### src/rtl/req_enc_pkg.sv
// Shared constants, FSM state type and one-hot helper for the 8-to-3 request encoder.
// Latency: none (declarations only).
// Backpressure: not applicable.
package req_enc_pkg;

  localparam int N_REQ = 8;
  localparam int IDX_W = 3;

  typedef enum logic {
    IDLE = 1'b0,
    HOLD = 1'b1
  } state_t;

  // One-hot mask with only bit idx set; used to retire a granted request.
  function automatic logic [N_REQ-1:0] onehot(input logic [IDX_W-1:0] idx);
    logic [N_REQ-1:0] v;
    v      = '0;
    v[idx] = 1'b1;
    return v;
  endfunction

endpackage

### src/rtl/prio_find_8.sv
// Priority search over 8 candidate bits; fixed (bit 7 highest) or rotating from base+1
// when REQ_ENCODER_ROUND_ROBIN_EN is defined. Latency: combinational.
// Backpressure: none; purely a function of vec/base.
module prio_find_8
  import req_enc_pkg::*;
(
  input  logic [N_REQ-1:0] vec,
  input  logic [IDX_W-1:0] base,
  output logic [IDX_W-1:0] idx,
  output logic             found
);

`ifdef REQ_ENCODER_ROUND_ROBIN_EN
  logic [IDX_W-1:0] w_pos;

  // Ascending search starting just after base, wrapping; first hit wins.
  always_comb begin
    idx   = '0;
    found = 1'b0;
    w_pos = '0;
    for (int k = 1; k <= N_REQ; k++) begin
      w_pos = base + IDX_W'(k);
      if (!found && vec[w_pos]) begin
        idx   = w_pos;
        found = 1'b1;
      end
    end
  end
`else
  // base carries no information in fixed-priority mode.
  logic w_unused_base;
  assign w_unused_base = ^base;

  // Ascending scan where later hits overwrite earlier ones, so the highest set bit wins.
  always_comb begin
    idx   = '0;
    found = 1'b0;
    for (int k = 0; k < N_REQ; k++) begin
      if (vec[k]) begin
        idx   = IDX_W'(k);
        found = 1'b1;
      end
    end
  end
`endif

endmodule

### src/rtl/req_encoder_8to3.sv
// Sticky 8-line request capture, priority-encoded to a 3-bit code on valid/ready
// (round-robin selection when REQ_ENCODER_ROUND_ROBIN_EN is defined). Latency: 1 clock req->valid.
// Backpressure: code held stable while ready=0; back-to-back grants at 1 per clock on handshake.
module req_encoder_8to3
  import req_enc_pkg::*;
(
  input  logic             clk,
  input  logic             rst_n,
  input  logic             en,
  input  logic [N_REQ-1:0] req,
  output logic [IDX_W-1:0] code,
  output logic             valid,
  input  logic             ready,
  output logic [N_REQ-1:0] pending
);

  state_t           r_state;
  state_t           w_state_nxt;
  logic [IDX_W-1:0] r_code;
  logic [IDX_W-1:0] w_code_nxt;
  logic [N_REQ-1:0] r_pending;
  logic [N_REQ-1:0] w_req_m;
  logic [N_REQ-1:0] w_clr;
  logic [N_REQ-1:0] w_cand;
  logic             w_hs;
  logic [IDX_W-1:0] w_base;
  logic [IDX_W-1:0] w_idx;
  logic             w_found;

  assign w_hs    = (r_state == HOLD) & ready;
  // en is active-low: high blocks new requests but leaves pending bits alone.
  assign w_req_m = en ? '0 : req;
  assign w_clr   = w_hs ? onehot(r_code) : '0;
  // Set after clear, so a request still held while granted re-pends.
  assign w_cand  = (r_pending & ~w_clr) | w_req_m;

`ifdef REQ_ENCODER_ROUND_ROBIN_EN
  logic [IDX_W-1:0] r_last;

  // Last-grant pointer; starts at 7 so the first search begins at bit 0.
  always_ff @(posedge clk or negedge rst_n) begin
    if (!rst_n)    r_last <= IDX_W'(7);
    else if (w_hs) r_last <= r_code;
  end

  // The grant completing this cycle is the effective "last" for the next pick.
  assign w_base = w_hs ? r_code : r_last;
`else
  assign w_base = IDX_W'(7);
`endif

  prio_find_8 u_prio_find (
    .vec   (w_cand),
    .base  (w_base),
    .idx   (w_idx),
    .found (w_found)
  );

  // Next-state and next-code: load on entry to HOLD or on handshake, otherwise hold.
  always_comb begin
    w_state_nxt = r_state;
    w_code_nxt  = r_code;
    case (r_state)
      IDLE: begin
        if (w_found) begin
          w_state_nxt = HOLD;
          w_code_nxt  = w_idx;
        end
      end
      HOLD: begin
        if (w_hs) begin
          if (w_found) w_code_nxt  = w_idx;
          else         w_state_nxt = IDLE;
        end
      end
      default: w_state_nxt = IDLE;
    endcase
  end

  // State, code and pending registers; pending tracks the candidate set every clock.
  always_ff @(posedge clk or negedge rst_n) begin
    if (!rst_n) begin
      r_state   <= IDLE;
      r_code    <= '0;
      r_pending <= '0;
    end else begin
      r_state   <= w_state_nxt;
      r_code    <= w_code_nxt;
      r_pending <= w_cand;
    end
  end

  assign valid   = (r_state == HOLD);
  assign code    = r_code;
  assign pending = r_pending;

endmodule

### config.mk
export PLATFORM = sky130hd
export DESIGN_NAME = req_encoder_8to3
export DESIGN_NICKNAME = d
export VERILOG_FILES = /design/src/rtl/req_enc_pkg.sv /design/src/rtl/prio_find_8.sv /design/src/rtl/req_encoder_8to3.sv
export SDC_FILE = /design/constraint.sdc
export NUM_CORES = 1
export LEC_CHECK = 0
export CAP_MARGIN = 25
export CORE_MARGIN = 4
export CORE_UTILIZATION = 45
export CTS_CLUSTER_SIZE = 24
export DETAILED_ROUTE_END_ITERATION = 8
export PLACE_DENSITY = 0.82
export SLEW_MARGIN = 20
export SYNTH_ARGS = -nofsm -noshare
export SYNTH_HDL_FRONTEND = slang
export SYNTH_SLANG_ARGS = --single-unit
### constraint.sdc
create_clock -name clk -period 4.9 [get_ports clk]
set_clock_uncertainty 0.15 [all_clocks]
set_input_delay 0.98 -clock clk [delete_from_list [all_inputs] [get_ports clk]]
set_output_delay 0.98 -clock clk [all_outputs]
set_load 0.02 [all_outputs]
==> metrics.txt, run 1 <==
outcome completed; Post-synth top cells nand2_1 (14), dfrtp_1 (12), o21ai_0 (6); Final Net Count roughly 110; Starting Density 0.480; die span in y 45.5 µm; Final ANT Viol Nets 0; fin util 0.696; Final period util 0.597; syn_nets 78; P_sw around 120 µW; Syn. warnings 0; Slew @ Worst Pin between 0.5 and 0.6 ns; Leak ~0.36 nW; I/O pin total 24; routed length on met1 approximately 700 µm; Yosys reg bits 12; Power, Total 342 µW; top cells by area, synth dfrtp_1 (48%), nand2_1 (8.3%), o21ai_0 (4.8%); share of layout cells above drive strength 1 0.129; Hold Crit Class reg2reg; RSZ-0062 raised after global routing false; pwr dens 372 mW/mm²; PortBufs 23; CTS sink count 12; Max IR drop VDD 0.278 mV; Avg Cell Area, Syn between 9 and 10 µm²; die area between 0.002 and 0.0025 mm²; global-route wire length before repair roughly 2.6 mm; largest net degree at the start of global routing 13; Resized Gates After CTS 0; EDFF count, synth 0; routability cong. just over 0.8; DRC viols 0; routed via count between 500 and 600; DR iter-0 viols 23; Clock Path Buffers 2; Clk network pwr share 0.241; Detailed Route WL approximately 1.6 mm; Net Sw Frac 0.358; critical path type in2reg; Yosys top cell by area dfrtp_1; final hold violations 0; CTS tree done; arrival time of the worst setup path 2.94 ns; ys flop type dfrtp_1; Rows 13; Slew HR 0.635; CORE AREA about 0.0013 mm²; vias per cell 5.51; vias in the first global route 587; asr flop ratio synth 1.00; setup tns final 0 ns; later-pin clock latency in the skew report between 0.2 and 0.3 ns; Setup-failing EPs final 0; dpl ws between 1.5 and 2 ns; clock transition at the registers of the reported paths approximately 0.090 ns; most common cell in the netlist nand2_1; ant diodes 0; Crit Path Max Fanout 6; GR Overflow Total 0; Mapped Area 632 µm²; Req. time, crit path about 5 ns; clock root buffer master clkbuf_4; GRT Total Usage 0.179; post-synth cell types 23; Seq/Total Area, Yosys 0.475; dpl hpwl around 1.2 mm; Comb pwr share 0.368; Max-Cap Viols 0; area delta synth->final 45.1%; H-tree Lvls 1; Synth top area share 0.475; initial antenna violation count 0; met3 WL 85 µm; Mapped Cells 66; CTS Hold Bufs 0; wire per inst 14.7 µm; Critical Path Source Type input port; highest clock rate 342 MHz; cts bufs inserted 3; Final WS setup between 1.5 and 2 ns; Tmin final about 3 ns; Met2 Routed Length approximately 770 µm; Horiz. Die Dim 45.5 µm; cell-internal power 219 µW; share of power burned in registers 0.391; Slew Viols, Final 0; DR pass1 iterations 4; Critical Path Sink Type flop; Post-CTS Setup Repair Bufs 0; uppermost layer routed met4
## worst max-delay path, cell delays in order
cell and delay [ns]:
clkdlybuf4s50_1 0.49, inv_1 0.14, a22oi_1 0.29, nand3_2 0.11
or3_4 0.39, o21ai_2 0.17, mux2_2 0.35
## path summary, 6_finish.rpt
path | endpoint | startpoint | cells past startpoint | slack, ns
min in group asynchronous | pending[6]$_DFF_PN0_ | rst_n | 1 | 0.90
setup / recovery | code[1]$_DFFE_PN0P_ | en | 7 | 1.98
max in group asynchronous | valid$_DFF_PN0_ | rst_n | 1 | 3.34
hold reg to reg | pending[0]$_DFF_PN0_ | pending[0]$_DFF_PN0_ | 1 | 0.39
hold / removal | pending[0]$_DFF_PN0_ | pending[0]$_DFF_PN0_ | 1 | 0.39
setup reg to reg | code[1]$_DFFE_PN0P_ | code[0]$_DFFE_PN0P_ | 6 | 2.72
## routing by layer
layer | up-vias | GRT usage
met5 | - | 0
met4 | 0 | 0.0819
met3 | 4 | 0.0435
met2 | 25 | 0.256
met1 | 281 | 0.251
li1 | 285 | -
## power by group through the flow
stage               Clock, mW  Sequential [mW]  Combinational, mW
floorplan                   0            0.149             0.0529
global placement            0            0.135              0.123
detailed placement          0            0.134              0.125
CTS                    0.0821            0.132              0.126
global route           0.0895            0.136              0.136
finish                 0.0822            0.134              0.126
## flip-flops by register name, indices dropped and copies added, names as in the netlist
name	flops
code	3
pending	8
valid	1
## stage by stage
| step | hold slack, ns | instance area, µm² | cells |
|---|---|---|---|
| 5_1_grt | 0.441 | 917 | 108 |
| 6_report | 0.391 | 917 | 108 |
| 3_5_place_dp | 0.381 | 881 | 104 |
| 2_1_floorplan | 0.471 | 632 | 66 |
| 3_3_place_gp | 0.376 | 881 | 104 |
| 4_1_cts | 0.400 | 917 | 108 |
## layout make-up
cell class	count	area (µm²)
Multi-Input combinational cell	50	317
Sequential cell	12	300
Clock buffer	4	36.3
Inverter	4	15.0
Timing Repair Buffer	23	230
Tap cell	15	18.8
Fill cell	92	400
## cell usage in the layout (no fill, tap or decap), types with 3 or more instances in the layout
cell type,n
a22oi_1,3
clkbuf_4,3
clkdlybuf4s50_1,23
dfrtp_1,12
inv_1,4
nand2_1,14
nand3_1,4
o21a_1,3
o21ai_0,6
## kinds of logic after synthesis
logic type | synth area share
compound gates | 0.236
buf+inv | 0.0238
flops | 0.475
mux | 0.0356
simple gates | 0.230
No activity file was read; power rests on OpenSTA's default activity.
==> run 2, diff against run 1 <==
--- a/config.mk
+++ b/config.mk
@@ -7,10 +7,10 @@
 export LEC_CHECK = 0
 export CAP_MARGIN = 25
 export CORE_MARGIN = 4
-export CORE_UTILIZATION = 45
+export CORE_UTILIZATION = 37
 export CTS_CLUSTER_SIZE = 24
 export DETAILED_ROUTE_END_ITERATION = 8
-export PLACE_DENSITY = 0.82
+export PLACE_DENSITY = 0.72
 export SLEW_MARGIN = 20
 export SYNTH_ARGS = -nofsm -noshare
 export SYNTH_HDL_FRONTEND = slang
==> constraint.sdc (replaced) <==
create_clock -name clk -period 2.5 [get_ports clk]
set_clock_uncertainty 0.15 [all_clocks]
set_input_delay 0.5 -clock clk [delete_from_list [all_inputs] [get_ports clk]]
set_output_delay 0.5 -clock clk [all_outputs]
set_load 0.02 [all_outputs]
==> run 2 against run 1 <==
- flip-flop and latch count unchanged
- die area rose by 18%
- setup slack got worse by 1.8 ns
- clock power increased by 95%
- utilization is 4.9 points lower
- sequential share of layout area is 3.0 points lower
- cell count is 12% higher
- worst hold slack better by 0.012 ns
- wire length increased by 5.2%
- clock-buffer cell count unchanged
- total power is 110% higher
- highest routed layer is now met3
==> metrics.txt, run 2 (synthesized netlist as in run 1, its figures left out) <==
GR Overflow Total 0 (unchanged); Clock Path Buffers 2 (unchanged); outcome completed; arrival time of the worst setup path 2.37 ns (-0.57 ns); Power, Total 702 µW (+110%); initial antenna violation count 0 (unchanged); CTS tree done; Resized Gates After CTS 0 (unchanged); Horiz. Die Dim 49.3 µm (+8.5%); CP Buf/Inv Count 3 (+1); Hold Path Stages 1 (unchanged); CTS Hold Bufs 0 (unchanged); CTS sink count 12 (unchanged); Critical Path Source Type input port; most common cell after layout, fill and taps aside clkdlybuf4s50_1; worst stage delay on the critical path 0.48 ns (about the same); Slew @ Worst Pin 0.530 ns (-0.0158 ns); Hold Crit Endpoint pending[0]$_DFF_PN0_; die area 0.00243 mm² (+18%); CORE AREA 0.00156 mm² (+18%); Hold Crit Class reg2reg; Slew Viols, Final 0 (unchanged); critical path type in2reg; Setup-failing EPs final 0 (unchanged); DR pass1 iterations 4 (unchanged); I/O pin total 24 (unchanged); DR iter-0 viols 9 (-61%); Worst Reg-to-Reg Cells 6 (unchanged); final hold violations 0 (unchanged); PortBufs 23 (unchanged); worst hold margin 0.403 ns (+0.0118 ns); Critical Path Sink Type flop; Crit Path Max Fanout 4 (-2); area delta synth->final 59.6%; die span in y 49.3 µm (+8.5%); global-route wire length before repair 2.96 mm (+13%); vias per cell 5.17 (-6.1%); clock root buffer master clkbuf_4; vias in the first global route 656 (+12%); later-pin clock latency in the skew report 0.28 ns (about the same); wire per inst 13.8 µm (-6.1%); highest clock rate 424 MHz; H-tree Lvls 1 (unchanged); critical-path cell list clkdlybuf4s50_1 > inv_1 > buf_4 > a22oi_1 > nand2_1 > a311oi_1 > o21ai_0 > mux2_2; DRC viols 0 (unchanged); Tmin final 2.36 ns; RSZ-0062 raised after global routing false; worst r2r dst code[1]$_DFFE_PN0P_; Rows 14 (+1); clock transition at the registers of the reported paths 0.08 ns (about the same); cts bufs inserted 3 (unchanged); max reg flops 8 (unchanged); Max-Cap Viols 0 (unchanged); Reg2Reg Setup Slack 0.39 ns (-2.33 ns); Starting Density 0.405 (-0.0743); share of layout cells above drive strength 1 0.229 (+0.0995); routability cong. 0.871 (+7.1%); Final period util 0.943; Final Net Count 118 (+11%); Reg2Reg Launch Point code[1]$_DFFE_PN0P_; GRT Total Usage 0.158 (-0.0207); Req. time, crit path 2.51 ns (-2.40 ns); Critical Path Slowest Stage Cell clkdlybuf4s50_1; pwr dens 696 mW/mm² (+87%); Post-CTS Setup Repair Bufs 0 (unchanged); routed via count 626 (+5.2%); Final ANT Viol Nets 0 (unchanged); Top delay family on crit path buffers and inverters; Levels on crit path 8 (+1); min-delay src pending[0]$_DFF_PN0_; ant diodes 0 (unchanged); largest net degree at the start of global routing 13 (unchanged); Slew HR 0.645 (+0.0106); dpl hpwl 1.35 mm (+14%); Max IR drop VDD 0.540 mV (+95%); Detailed Route WL 1.67 mm (+5.2%); Leak 0.422 nW (+16%); commonest cells after routing, fill and taps aside clkdlybuf4s50_1 (23), nand2_1 (14), dfrtp_1 (12), buf_4 (12), o21ai_0 (6)
## run 2: cell count changes in the layout (fill, tap and decap cells not counted)
cell / change
buf_4: +12
## run 2: cell type report
cell class                      count  area (µm²)
Fill cell                         136         551
Clock buffer                        4        36.3
Timing Repair Buffer               35         320
Sequential cell                    12         300
Multi-Input combinational cell     50         317
Tap cell                           16        20.0
Inverter                            4        15.0
## run 2: power by group
| group | switching [mW] | total, mW | internal [mW] | leakage (nW) |
|---|---|---|---|---|
| combinational | 0.137 | 0.283 | 0.146 | 0.287 |
| clock | 0.0713 | 0.160 | 0.0885 | 0.0210 |
| sequential | 0.0353 | 0.259 | 0.224 | 0.115 |
| total | 0.244 | 0.702 | 0.458 | 0.422 |
## run 2: how the worst max path moves through the flow
stage | startpoint | endpoint | slack [ns]
after CTS | en | code[1]$_DFFE_PN0P_ | 0.16
final | en | code[0]$_DFFE_PN0P_ | 0.14
after floorplan | code[0]$_DFFE_PN0P_ | code[0]$_DFFE_PN0P_ | 0.40
after global routing | en | code[0]$_DFFE_PN0P_ | 0.002
after detailed placement | en | code[1]$_DFFE_PN0P_ | -0.12
after global placement | en | code[1]$_DFFE_PN0P_ | -0.09
## run 2: stage by stage
step                       util  setup WS [ns]  cell area, µm²  TNS [ns]  instances
after CTS                 0.647          0.157            1010         0        121
after detailed placement  0.624         -0.125             972    -0.244        117
final                     0.647          0.143            1010         0        121
after floorplan               -          0.397             632         0         66
after global placement    0.624        -0.0870             972    -0.174        117
after global routing      0.647        0.00158            1010         0        121
## run 2: per-layer routing
layer / vias to the layer above / GRT usage / share of wire
met2: 25 / 0.250 / 0.48
li1: 313 / - / -
met1: 288 / 0.210 / 0.46
met3: 0 / 0.0428 / 0.068
met5: - / 0 / 0
met4: 0 / 0.0427 / 0
==> run 3, diff against run 2 <==
--- a/config.mk
+++ b/config.mk
@@ -6,7 +6,6 @@
 export NUM_CORES = 1
 export LEC_CHECK = 0
 export CAP_MARGIN = 25
-export CORE_MARGIN = 4
 export CORE_UTILIZATION = 37
 export CTS_CLUSTER_SIZE = 24
 export DETAILED_ROUTE_END_ITERATION = 8
==> run 3 against run 2 <==
- the run now ends with design-rule violations left
- register-to-register slack about the same
- clock-buffer cell count unchanged
- via count decreased by 1.4%
- sequential power about the same
- wire length decreased by 0.48%
- critical path depth decreased by 1
- fmax decreased by 0.80%
- clock power about the same
- critical path type unchanged
- largest cell class is now multi-input combinational cells
==> metrics.txt, run 3 (synthesized netlist as in run 1, its figures left out) <==
outcome finished with violations; failing checks design-rule violations; worst r2r dst code[0]$_DFFE_PN0P_; CP Buf/Inv Count 2 (-1); Detailed Route WL 1.66 mm (-0.48%); DR iter-0 viols 24 (+15); routed length on met1 758 µm (-0.39%); CP endpoint code[0]$_DFFE_PN0P_; Max-Cap Viols 0 (unchanged); Critical Path Sink Type flop; Crit Path Max Fanout 5 (+1); Top delay family on crit path buffers and inverters; uppermost layer routed met4; CORE AREA 0.00156 mm² (unchanged); critical path type in2reg; Final ANT Viol Nets 0 (unchanged); Post-CTS Setup Repair Bufs 0 (unchanged); DRC viols 6 (+6); Setup-failing EPs final 0 (unchanged); most common cell after layout, fill and taps aside clkdlybuf4s50_1; share of layout cells above drive strength 1 0.238 (+0.00952); Area after DPL 972 µm² (unchanged); initial antenna violation count 0 (unchanged); RSZ-0062 raised after global routing false; area delta synth->final 60.4%; Design Area, Final 0.00101 mm² (+0.50%); routed via count 617 (-1.4%); pwr dens 696 mW/mm² (about the same); vias in the first global route 561 (-14%); ant diodes 0 (unchanged); worst stage delay on the critical path 0.49 ns (about the same); Slew @ Worst Pin 0.564 ns (+0.0334 ns); arrival time of the worst setup path 2.38 ns (about the same); Fillers 129 (-5.1%); met3 WL 69 µm (-39%); Critical Path Slowest Stage Cell clkdlybuf4s50_1; die area 0.00188 mm² (-23%); Tmin final 2.38 ns (+0.0190 ns); vias per cell 5.10 (-1.4%); Starting Density 0.405 (unchanged); Slew Viols, Final 0 (unchanged); Final Net Count 118 (unchanged); clock root buffer master clkbuf_4; Req. time, crit path 2.51 ns (about the same); Slew HR 0.623 (-0.0223); Horiz. Die Dim 43.3 µm (-12%); DR pass1 iterations 6 (+2); critical-path cell list clkdlybuf4s50_1 > inv_1 > a22oi_1 > nand3_2 > or3_4 > o21ai_2 > mux2_2; largest net degree at the start of global routing 13 (unchanged); routability cong. 0.791 (-9.2%); PortBufs 23 (unchanged); global-route wire length before repair 2.59 mm (-12%); GRT Total Usage 0.190 (+0.0317); Final period util 0.951 (+0.00760); GR Overflow Total 0 (unchanged); CTS sink count 12 (unchanged); Reg2Reg Launch Point code[0]$_DFFE_PN0P_; Hold Crit Class reg2reg; Critical Path Source Type input port; clock transition at the registers of the reported paths 0.09 ns (about the same); Worst Reg-to-Reg Cells 6 (unchanged); fin util 0.650 (+0.00321); highest clock rate 421 MHz (-0.80%); Levels on crit path 7 (-1); Worst Setup SP en; final hold violations 0 (unchanged); commonest cells after routing, fill and taps aside clkdlybuf4s50_1 (23), nand2_1 (14), dfrtp_1 (12), buf_4 (12), o21ai_0 (6); cts bufs inserted 3 (unchanged); Met2 Routed Length 820 µm (+2.9%); CTS tree done; later-pin clock latency in the skew report 0.28 ns (about the same); dpl hpwl 1.30 mm (-4.4%); wire per inst 13.8 µm (-0.48%); max reg flops 8 (unchanged); Max IR drop VDD 0.451 mV (-17%); H-tree Lvls 1 (unchanged); Reg2Reg Setup Slack 0.38 ns (about the same); I/O pin total 24 (unchanged); Clock Path Buffers 2 (unchanged); Leak 0.422 nW (about the same); Rows 14 (unchanged); die span in y 43.3 µm (-12%)
[run 3: per-stage QoR]
stage | cells | setup WS, ns | power, mW | setup TNS (ns) | hold WS (ns)
after floorplan | 66 | 0.397 | 0.397 | 0 | 0.0544
after detailed placement | 117 | -0.196 | 0.548 | -0.355 | 0.375
after CTS | 121 | 0.0759 | 0.706 | 0 | 0.395
after global placement | 117 | -0.151 | 0.543 | -0.265 | 0.364
after global routing | 121 | 0.0306 | 0.741 | 0 | 0.424
final | 121 | 0.124 | 0.705 | 0 | 0.393
[run 3: layer usage]
layer / global-route usage / vias to the layer above
met2: 0.309 / 14
met4: 0.0750 / 0
met5: 0 / -
li1: - / 311
met1: 0.257 / 290
met3: 0.0213 / 2
[run 3: report_power, final]
part / leakage [nW] / internal [mW] / switching, mW
clock: 0.0210 / 0.0885 / 0.0699
sequential: 0.115 / 0.224 / 0.0352
combinational: 0.286 / 0.150 / 0.138
[run 3: area by class of cell]
class	instances	area [µm²]	area share
Clock buffer	4	36.3	0.0358
Inverter	4	15.0	0.0148
Multi-Input combinational cell	50	322	0.317
Sequential cell	12	300	0.296
Tap cell	16	20.0	0.0198
Timing Repair Buffer	35	320	0.316
[run 3: worst min-delay path by stage]
stage                                    start                   end  cells past startpoint
after detailed placement  pending[0]$_DFF_PN0_  pending[0]$_DFF_PN0_                      1
final                     pending[0]$_DFF_PN0_  pending[0]$_DFF_PN0_                      1
after global routing      pending[0]$_DFF_PN0_  pending[0]$_DFF_PN0_                      1
after CTS                 pending[0]$_DFF_PN0_  pending[0]$_DFF_PN0_                      1
after global placement    pending[0]$_DFF_PN0_  pending[0]$_DFF_PN0_                      1
after floorplan                          rst_n   code[0]$_DFFE_PN0P_                      0
[run 3: what timing repair did]
item	in CTS	in global routing
hold buffers	0	0
endpoints found under the setup margin	0	1
resized for setup	0	1
